--- config.mk ---
export PLATFORM = sky130hd
export DESIGN_NAME = regfile_scoreboard
export DESIGN_NICKNAME = d
export VERILOG_FILES = /design/src/rtl/rv32_pkg.sv /design/src/rtl/regfile_busy_tracker.sv /design/src/rtl/regfile_scoreboard.sv
export SDC_FILE = /design/constraint.sdc
export NUM_CORES = 2
export LEC_CHECK = 0
export BUFFER_PORTS_ARGS = -buffer_cell sky130_fd_sc_hd__buf_2
export CORE_ASPECT_RATIO = 0.7
export CORE_MARGIN = 5
export CORE_UTILIZATION = 55
export DETAILED_ROUTE_END_ITERATION = 8
export PLACE_DENSITY_LB_ADDON = 0.1
export SETUP_SLACK_MARGIN = 0.02
export SYNTH_ARGS = -nofsm -noshare
export SYNTH_HDL_FRONTEND = slang
export SYNTH_SLANG_ARGS = --single-unit
export TNS_END_PERCENT = 30
--- constraint.sdc ---
create_clock -name clk -period 7.85 [get_ports clk]
set_input_delay 0.3925 -clock clk [delete_from_list [all_inputs] [get_ports clk]]
set_output_delay 0.3925 -clock clk [all_outputs]
set_load 0.01 [all_outputs]
--- src/rtl/rv32_pkg.sv ---
// Shared register-file constants and the register-index type.
// Latency: n/a (declarations only).
// Backpressure: n/a.
//
// Contents: default data width, default register count, register index type.
package rv32_pkg;

    localparam int XLEN_DEF   = 32;
    localparam int NREGS_DEF  = 32;
    localparam int REG_AW_DEF = $clog2(NREGS_DEF);

    typedef logic [REG_AW_DEF-1:0] reg_idx_t;

endpackage

--- src/rtl/regfile_busy_tracker.sv ---
// Per-register busy bits with reservation, writeback clear and flush.
// Latency: rsv_ok/rd_busy combinational; busy bits and busy_cnt update on the next edge.
// Backpressure: a reservation on a busy register is refused (rsv_ok=0) and changes no state.
//
// Ports:
//   clk, rst_n        clock, async active-low reset
//   upd_en            state may update on this edge (low on the reset-release edge)
//   wb_en, wb_addr    writeback clears the target busy bit
//   rsv_en, rsv_addr  reservation request; rsv_ok is the combinational grant
//   flush             clears every busy bit, overriding a same-cycle reservation
//   rd_addr, rd_busy  per-read-port busy lookup
//   busy_cnt          registered popcount of the busy bits
module regfile_busy_tracker
    import rv32_pkg::*;
#(
    parameter int NREGS = NREGS_DEF,
    parameter int NRD   = 2,
    parameter int AW    = $clog2(NREGS)
) (
    input  logic              clk,
    input  logic              rst_n,
    input  logic              upd_en,
    input  logic              wb_en,
    input  logic [AW-1:0]     wb_addr,
    input  logic              rsv_en,
    input  logic [AW-1:0]     rsv_addr,
    input  logic              flush,
    input  logic [NRD*AW-1:0] rd_addr,
    output logic              rsv_ok,
    output logic [NRD-1:0]    rd_busy,
    output logic [AW:0]       busy_cnt
);

    localparam int CW = AW + 1;

    logic [NREGS-1:0] busy_q;
    logic [NREGS-1:0] busy_nxt;
    logic [CW-1:0]    cnt_nxt;

    // A same-cycle writeback to the target frees it, so the reservation may
    // take over; register 0 is never tracked and is always grantable.
    assign rsv_ok = rsv_en && ((rsv_addr == '0) || !busy_q[rsv_addr] ||
                               (wb_en && (wb_addr == rsv_addr)));

    // Order matters: the reservation set wins over the writeback clear, and
    // flush wins over both.
    always_comb begin
        busy_nxt = busy_q;
        if (wb_en) begin
            busy_nxt[wb_addr] = 1'b0;
        end
        if (rsv_ok) begin
            busy_nxt[rsv_addr] = 1'b1;
        end
        busy_nxt[0] = 1'b0;
        if (flush) begin
            busy_nxt = '0;
        end
    end

    // Popcount of the post-edge state so busy_cnt matches busy_q exactly.
    // Bit 0 is excluded, so the count tops out at NREGS-1 and never wraps.
    always_comb begin
        cnt_nxt = '0;
        for (int k = 1; k < NREGS; k++) begin
            cnt_nxt = cnt_nxt + CW'(busy_nxt[k]);
        end
    end

    always_ff @(posedge clk or negedge rst_n) begin
        if (!rst_n) begin
            busy_q   <= '0;
            busy_cnt <= '0;
        end else if (upd_en) begin
            busy_q   <= busy_nxt;
            busy_cnt <= cnt_nxt;
        end
    end

    // A read that is bypassed from the current writeback sees the final
    // value, so it is not reported busy.
    for (genvar gi = 0; gi < NRD; gi++) begin : g_rd_busy
        logic [AW-1:0] addr;
        assign addr        = rd_addr[gi*AW +: AW];
        assign rd_busy[gi] = busy_q[addr] && !(wb_en && (wb_addr == addr));
    end

endmodule

--- src/rtl/regfile_scoreboard.sv ---
// Register file with writeback bypass and a per-register reservation scoreboard.
// Latency: reads, rd_busy and rsv_ok combinational; writes and busy state update on the next edge.
// Backpressure: rsv_ok=0 when the destination already has an outstanding reservation.
//
// Ports:
//   clk, rst_n                 clock, async active-low reset
//   rd_addr, rd_data, rd_busy  NRD read ports (packed, port i at [i*W +: W])
//   wb_en, wb_addr, wb_data    writeback; x0 writes are dropped
//   rsv_en, rsv_addr, rsv_ok   destination reservation request and grant
//   flush                      drop all pending reservations
//   busy_cnt                   number of reserved registers (registered)
module regfile_scoreboard
    import rv32_pkg::*;
#(
    parameter int XLEN  = XLEN_DEF,
    parameter int NREGS = NREGS_DEF,
    parameter int NRD   = 2,
    parameter int AW    = $clog2(NREGS)
) (
    input  logic                clk,
    input  logic                rst_n,
    input  logic [NRD*AW-1:0]   rd_addr,
    output logic [NRD*XLEN-1:0] rd_data,
    output logic [NRD-1:0]      rd_busy,
    input  logic                wb_en,
    input  logic [AW-1:0]       wb_addr,
    input  logic [XLEN-1:0]     wb_data,
    input  logic                rsv_en,
    input  logic [AW-1:0]       rsv_addr,
    output logic                rsv_ok,
    input  logic                flush,
    output logic [AW:0]         busy_cnt
);

    logic            run_q;
    logic [XLEN-1:0] regs_q [NREGS];

    // Reset release is taken on an edge: the first edge after rst_n rises
    // only arms run_q, so no write or reservation lands on it.
    always_ff @(posedge clk or negedge rst_n) begin
        if (!rst_n) begin
            run_q <= 1'b0;
        end else begin
            run_q <= 1'b1;
        end
    end

    always_ff @(posedge clk or negedge rst_n) begin
        if (!rst_n) begin
            for (int k = 0; k < NREGS; k++) begin
                regs_q[k] <= '0;
            end
        end else if (run_q && wb_en && (wb_addr != '0)) begin
            regs_q[wb_addr] <= wb_data;
        end
    end

    for (genvar gi = 0; gi < NRD; gi++) begin : g_rd
        logic [AW-1:0] addr;
        assign addr = rd_addr[gi*AW +: AW];
        assign rd_data[gi*XLEN +: XLEN] =
            (addr == '0)                    ? '0      :
            (wb_en && (wb_addr == addr))    ? wb_data :
                                              regs_q[addr];
    end

    regfile_busy_tracker #(
        .NREGS (NREGS),
        .NRD   (NRD),
        .AW    (AW)
    ) u_busy (
        .clk      (clk),
        .rst_n    (rst_n),
        .upd_en   (run_q),
        .wb_en    (wb_en),
        .wb_addr  (wb_addr),
        .rsv_en   (rsv_en),
        .rsv_addr (rsv_addr),
        .flush    (flush),
        .rd_addr  (rd_addr),
        .rsv_ok   (rsv_ok),
        .rd_busy  (rd_busy),
        .busy_cnt (busy_cnt)
    );

endmodule

==> Word level (Yosys, flattened, before mapping) <==
Cells that the tools add are included.
{ "totals": {"register_bits": 1063, "in_bits": 57, "wordCells": 130} }
{ "op_classes": {"n_addsub": 30, "order_cmp": 10, "n_eq_ne": 3, "n_mux": 26, "bitwise": 6, "reduce_logical": 20} }
{ "ops": {"columns": ["operator", "count"], "rows": [
  ["$bwmux 1024", 1],
  ["$mux 32", 12],
  ["$bmux 32 s5", 2],
  ["$add 6x1->6", 29],
  ["$demux 32 s5", 1],
  ["$and 32x32->32", 1],
  ["$not 32->32", 1],
  ["$or 32x32->32", 1],
  ["$lt 5x6->1 const B", 4],
  ["$ge 6x6->1 const B", 3],
  ["$not 5->6", 3],
  ["$bmux 1 s5", 3],
  ["$eq 5x5->1", 3],
  ["$logic_not 5->1", 3],
  ["$logic_and 1x1->1", 11],
  ["$demux 1 s5", 2],
  ["$ge 5x1->1 const B", 2],
  ["$lt 6x1->1 const B", 1],
  ["$mux 1", 5],
  ["$reduce_bool 5->1", 1],
  ["$logic_not 1->1", 3],
  ["$add 1x1->2", 1],
  ["$logic_or 1x1->1", 2]
]} }

==> Depth between registers and ports, before layout <==
{ "logic_depth": {"ltp_word": 40, "mapped_depth": 27} }

==> Hierarchy <==
A second synthesis with hierarchy kept.
{ "hier_totals": {"hier_cells": 4278, "area_unflattened_um2": 59494.6} }
{ "modules_own_cells": {"columns": ["mod", "n_inst", "cells_per_inst", "area_per_inst_um2", "seq_area_each_um2"], "rows": [
  ["regfile_scoreboard", 1, 3845, 55416.9, 25649.6],
  ["regfile_busy_tracker", 1, 433, 4077.7, 925.9]
]} }

==> Worst setup path after synthesis <==
Ideal clock, no wire load.
{ "synth_timing": {"path_type": "input port to flip-flop", "startpoint": "input port rsv_addr[1]", "endpoint": "register u_busy.busy_cnt[4]", "arrival_time_ps": 6436, "required_time_ps": 7725, "setup_slack_ps": 1290, "cell_stages": 24, "path_cell_list": "buf_6 -> buf_6 -> buf_2 -> mux2i_1 -> o22ai_1 -> o211a_1 -> o41a_1 -> clkbuf_1 -> o21ai_0 -> ha_1 -> inv_1 -> fa_1 -> fa_1 -> fa_1 -> fa_1 -> fa_1 -> fa_1 -> inv_1 -> ha_1 -> fa_1 -> a21o_1 -> a21oi_1 -> xnor2_1 -> mux2_2"} }
{ "synth_via": {"elab_chain_len": 38} }
{ "synth_lines": {"columns": ["item", "line_no", "rtl"], "rows": [
  ["start: declaration", "regfile_scoreboard.sv:29", "input logic [AW-1:0] rsv_addr,"],
  ["branches (longest 6 deep; another with $lt 5x6->1)", null, null],
  ["$mux 32 (*)", "regfile_busy_tracker.sv:52", "if (rsv_ok) begin"],
  ["$mux 32 (*)", "regfile_busy_tracker.sv:56", "if (flush) begin"],
  ["net u_busy.busy_nxt[1]", "regfile_busy_tracker.sv:37", "logic [NREGS-1:0] busy_nxt;"],
  ["$add 1x1->2 (*)", "regfile_busy_tracker.sv:66", "cnt_nxt = cnt_nxt + CW'(busy_nxt[k]);"],
  ["$add 6x1->6 (*) (29 in series)", "regfile_busy_tracker.sv:66", null],
  ["end signal: assignment", "regfile_busy_tracker.sv:76", "busy_cnt <= cnt_nxt;"],
  ["end: declaration", "regfile_busy_tracker.sv:31", "output logic [AW:0] busy_cnt"]
]} }
Mark *: on every way through the listed nets, which the timed path passes. The select of a mux whose other input is x is not followed.
A chain may end at the register's enable or synchronous reset.

==> Final worst setup path <==
{ "layout_timing": {"startpoint": "register u_busy.busy_q[24]", "endpoint": "register u_busy.busy_cnt[4]"} }
{ "layout_via": {"elab_chain_len": 38} }
{ "layout_lines": {"columns": ["item", "line_no", "rtl"], "rows": [
  ["start: declaration", "regfile_busy_tracker.sv:36", "logic [NREGS-1:0] busy_q;"],
  ["start signal: assignment", "regfile_busy_tracker.sv:75", "busy_q <= busy_nxt;"],
  ["$bmux 1 s5", "regfile_busy_tracker.sv:42", "assign rsv_ok = rsv_en && ((rsv_addr == '0) || !busy_q[rsv_addr] ||"],
  ["$mux 1 (not written as such)", "regfile_busy_tracker.sv:42", null],
  ["$logic_not 1->1", "regfile_busy_tracker.sv:42", null],
  ["$logic_or 1x1->1 (2 in series)", "regfile_busy_tracker.sv:42", null],
  ["$logic_and 1x1->1", "regfile_busy_tracker.sv:42", null],
  ["$mux 32 (*)", "regfile_busy_tracker.sv:52", null],
  ["$mux 32 (*)", "regfile_busy_tracker.sv:56", null],
  ["$add 1x1->2", "regfile_busy_tracker.sv:66", null],
  ["$add 6x1->6 (28 in series)", "regfile_busy_tracker.sv:66", null],
  ["$add 6x1->6 (*)", "regfile_busy_tracker.sv:66", null]
]} }
Every way passes the cells marked *; elsewhere a longest branch is shown, timed or not. The select of a mux whose other input is x is not followed.

==> flow_summary.html <==
<table>
<tr><th>Metric</th><th>Value</th></tr>
<tr><th colspan="2">Synth</th></tr>
<tr><td>Most frequent cell after synthesis</td><td>dfrtp_1</td></tr>
<tr><td>Number of enable flip-flop cells after synthesis</td><td>0</td></tr>
<tr><td>Average size of a mapped cell</td><td>14.77 µm²</td></tr>
<tr><td>Primary FF master, synth</td><td>dfrtp_1</td></tr>
<tr><td>Number of different library cells in the post-synthesis netlist</td><td>65</td></tr>
<tr><td>Synth top area cells</td><td>dfrtp_1 (46%), mux4_2 (21%), mux2_2 (19%)</td></tr>
<tr><td>Flop and latch count out of synthesis</td><td>1062</td></tr>
<tr><td>Post-synth top area share</td><td>0.4595</td></tr>
<tr><td>FFs w/ async S/R, synth</td><td>1.000</td></tr>
<tr><td>Most used standard cells in the synthesized netlist</td><td>dfrtp_1 (1062), mux2_2 (1001), mux4_2 (530)</td></tr>
<tr><td>Number of synthesis warnings</td><td>0</td></tr>
<tr><td>Netlist area before placement</td><td>57840 µm²</td></tr>
<tr><td>Library cell with the largest summed area after synthesis</td><td>dfrtp_1</td></tr>
<tr><td>Cell count after synthesis</td><td>3917</td></tr>
<tr><td>Share of the yosys chip area belonging to registers</td><td>0.4595</td></tr>
<tr><td>Mapped Nets</td><td>4006</td></tr>
<tr><th colspan="2">Timing</th></tr>
<tr><td>Number of endpoints with negative hold slack in the final report</td><td>0</td></tr>
<tr><td>Crit share post-route</td><td>0.8712</td></tr>
<tr><td>F_max</td><td>146.2 MHz</td></tr>
<tr><td>Setup violators final</td><td>0</td></tr>
<tr><td>WHS</td><td>0.2543 ns</td></tr>
<tr><td>Least setup slack across all paths after layout</td><td>1.011 ns</td></tr>
<tr><td>Max-slew headroom</td><td>0.1130</td></tr>
<tr><td>RSZ-0062 raised after global routing</td><td>no</td></tr>
<tr><td>Largest clock skew in the final design</td><td>0.01884 ns</td></tr>
<tr><td>Crit path time final</td><td>6.839 ns</td></tr>
<tr><td>Slew at the pin closest to its max-slew limit</td><td>1.327 ns</td></tr>
<tr><td>Max Transition Viols Final</td><td>0</td></tr>
<tr><td>Post-route setup TNS</td><td>0 ns</td></tr>
<tr><th colspan="2">Min path</th></tr>
<tr><td>Worst hold-check path type</td><td>in -&gt; reg</td></tr>
<tr><th colspan="2">Global route</th></tr>
<tr><td>Pin count of the biggest net entering global routing</td><td>190</td></tr>
<tr><td>Overall overflow remaining after global route</td><td>0</td></tr>
<tr><td>Number of antenna violations at the first check in global routing</td><td>7</td></tr>
<tr><td>First-pass GRT wire length</td><td>275200 µm</td></tr>
<tr><td>Total track usage</td><td>0.3345</td></tr>
<tr><td>Via count of the first global-routing pass</td><td>40293</td></tr>
<tr><th colspan="2">Detailed routing</th></tr>
<tr><td>Vias after detailed routing</td><td>37989</td></tr>
<tr><td>Total detailed-routing wirelength</td><td>184900 µm</td></tr>
<tr><td>Number of detailed-route iterations in the first pass</td><td>5</td></tr>
<tr><td>Vias per Instance</td><td>7.158</td></tr>
<tr><td>Residual DRC count</td><td>0</td></tr>
<tr><td>Antenna viol nets, final</td><td>0</td></tr>
<tr><td>Drt initial violations</td><td>3491</td></tr>
<tr><td>Routed length per instance</td><td>34.85 µm</td></tr>
<tr><th colspan="2">Die</th></tr>
<tr><td>Placement Rows</td><td>99</td></tr>
<tr><td>I/O pin cnt</td><td>130</td></tr>
<tr><td>Full die area</td><td>111900 µm²</td></tr>
<tr><td>Die W</td><td>397.6 µm</td></tr>
<tr><td>Core region area</td><td>104300 µm²</td></tr>
<tr><td>Die height</td><td>281.3 µm</td></tr>
<tr><td>Initial Utilization</td><td>0.5546</td></tr>
<tr><th colspan="2">CTS</th></tr>
<tr><td>Clk sink count</td><td>1062</td></tr>
<tr><td>Root buf cell</td><td>clkbuf_16</td></tr>
<tr><td>TritonCTS clock tree</td><td>yes</td></tr>
<tr><td>Source-to-sink clock delay at the later pin of the worst-skew pair</td><td>0.72 ns</td></tr>
<tr><td># H-tree levels</td><td>3</td></tr>
<tr><td>Clock buffer depth</td><td>3</td></tr>
<tr><td>Clk slew on worst S/H paths</td><td>0.07 ns</td></tr>
<tr><td>Number of buffers created by CTS</td><td>107</td></tr>
<tr><th colspan="2">Placed design</th></tr>
<tr><td>Worst setup slack before clock tree synthesis</td><td>0.5033 ns</td></tr>
<tr><td>Instance area after placement</td><td>59580 µm²</td></tr>
<tr><td>Quantity of I/O buffers inserted on ports</td><td>129</td></tr>
<tr><td>Hpwl dp</td><td>103000 µm</td></tr>
<tr><td>Weighted congestion at the end of routability-driven global placement</td><td>0.8562</td></tr>
<tr><th colspan="2">Finish</th></tr>
<tr><td>Reg area</td><td>26580 µm²</td></tr>
<tr><td>Fraction of layout cells with a size suffix above 1</td><td>0.5140</td></tr>
<tr><td>P&amp;R area growth vs syn</td><td>9.380%</td></tr>
<tr><td>Area of the multi-input gates</td><td>29600 µm²</td></tr>
<tr><td>Area of all placed cells without fillers</td><td>63270 µm²</td></tr>
<tr><td>Post-layout nets</td><td>3889</td></tr>
<tr><td>Fillcell total</td><td>7836</td></tr>
<tr><th colspan="2">Pwr</th></tr>
<tr><td>Worst supply voltage drop on vdd</td><td>0.1966 mV</td></tr>
<tr><td>LEAKAGE</td><td>27.96 nW</td></tr>
<tr><td>Ratio of total power to cell area</td><td>228.1 nW/µm²</td></tr>
<tr><th colspan="2">Setup path</th></tr>
<tr><td>Worst Setup Start Kind</td><td>flop</td></tr>
<tr><td>Data required time of the critical path</td><td>8.44 ns</td></tr>
<tr><td>Slowest-stage cell, CP</td><td>o41a_1</td></tr>
<tr><td>Delay of the slowest cell on the worst path</td><td>0.64 ns</td></tr>
<tr><td>Worst path arrival time</td><td>7.43 ns</td></tr>
<tr><td>Type of element capturing the critical path</td><td>flop</td></tr>
<tr><td>Most common cell on crit path</td><td>fa_1</td></tr>
<tr><td>Maximum fanout along the worst path</td><td>15</td></tr>
<tr><td>Crit Path Class</td><td>reg -&gt; reg</td></tr>
<tr><td>Worst-path cell chain</td><td>mux2i_1, o32a_1, a21oi_1, o41a_1, buf_4, a2bb2oi_1, fa_1, fa_1, fa_1, fa_1, fa_1, fa_1, inv_1, ha_1, fa_1, a21o_1, a21oi_1, xnor2_1, mux2_2</td></tr>
<tr><th colspan="2">Status</th></tr>
<tr><td>Status</td><td>complete, no violations</td></tr>
<tr><th colspan="2">Flow run</th></tr>
<tr><td>Max-cap violations</td><td>0</td></tr>
</table>
==> routing by layer <==
| layer | up-vias | wire length (µm) | track usage |
|---|---|---|---|
| met5 | - | 24 | 0 |
| met4 | 4 | 7591 | 0.1254 |
| met3 | 392 | 16710 | 0.08829 |
| met2 | 1884 | 84260 | 0.5074 |
| met1 | 20743 | 76350 | 0.4710 |
| li1 | 14966 | - | - |
==> final timing paths <==
kind                                   start                  to  slack [ns]  cells after the start
max                        u_busy.busy_q[24]  u_busy.busy_cnt[4]        1.01                     19
min reg2reg                     regs_q[1006]        regs_q[1006]        0.39                      0
max in group asynchronous              rst_n         regs_q[233]        5.29                      4
max reg2reg                u_busy.busy_q[24]  u_busy.busy_cnt[4]        1.01                     19
min                              rsv_addr[3]   u_busy.busy_q[15]        0.25                      3
min in group asynchronous              rst_n         regs_q[407]        0.31                      2
==> state kept, by name, indices dropped and copies added (netlist names) <==
name / flops
regs_q: 1024
u_busy.busy_q: 31
u_busy.busy_cnt: 6
run_q: 1
==> cells in the final DEF, fill, tap and decap left out, types with 23 or more instances in the layout <==
cell type	n
clkbuf_8	25
a21oi_1	39
a22o_1	28
o21ai_0	45
clkbuf_16	110
o22ai_1	144
mux4_2	530
mux2i_1	122
buf_2	122
mux2_2	1001
buf_4	88
dfrtp_1	1062
nand2_1	72
a22oi_1	50
nor4_1	26
fa_1	23
inv_1	28
nor2_4	27
a32o_1	32
nor2_1	48
==> report_power, final <==
part           internal [mW]  switching, mW  leakage [nW]
registers               6.14          0.502          14.2
logic                   1.35           1.07          12.0
clock network           3.10           2.27          1.80
total                   10.6           3.84          28.0
==> timing repair <==
item                      4_1_cts  5_1_grt
resized for setup               0        0
hold endpoints to repair       98        0
setup buffers                   0        0
hold buffers                    1        0
==> kinds of logic after synthesis <==
group,Yosys count,share of synthesized area
AOI/OAI and AO/OA,405,0.04882
xor gates and xnor gates,18,0.002726
and+or+nand+nor,266,0.02295
muxes,1654,0.4226
DFF,1062,0.4595
buffers and inverters,479,0.03344
adders and majority gates,32,0.009907
other,1,0.00006483
==> metrics by stage <==
step	utilization	cells	total power [mW]
4_1_cts	0.6065	5303	14.50
5_1_grt	0.6066	5306	14.98
2_1_floorplan	-	3917	8.334
3_5_place_dp	0.5712	5104	9.127
3_3_place_gp	0.5712	5104	8.955
6_report	0.6066	5307	14.43
==> layout make-up <==
cell class,count,area share
multi-input cells,2376,0.4679
flip-flops and latches,1062,0.4201
clock buffers,156,0.05019
well taps,1414,0.02796
repair buffers,225,0.02429
clock inverters,42,0.007812
inverters,28,0.001661
diodes,4,0.0001582
==> critical path: cells and delay by family, from the launching register on <==
kind                       cells  cell delay [ns]
AOI/OAI and AO/OA              6             1.96
DFF                            1             0.43
muxes                          2             0.35
xor gates and xnor gates       1             0.08
adders and majority gates      8             3.57
buffers and inverters          2             0.32
No activity file was read; power rests on OpenSTA's default activity.
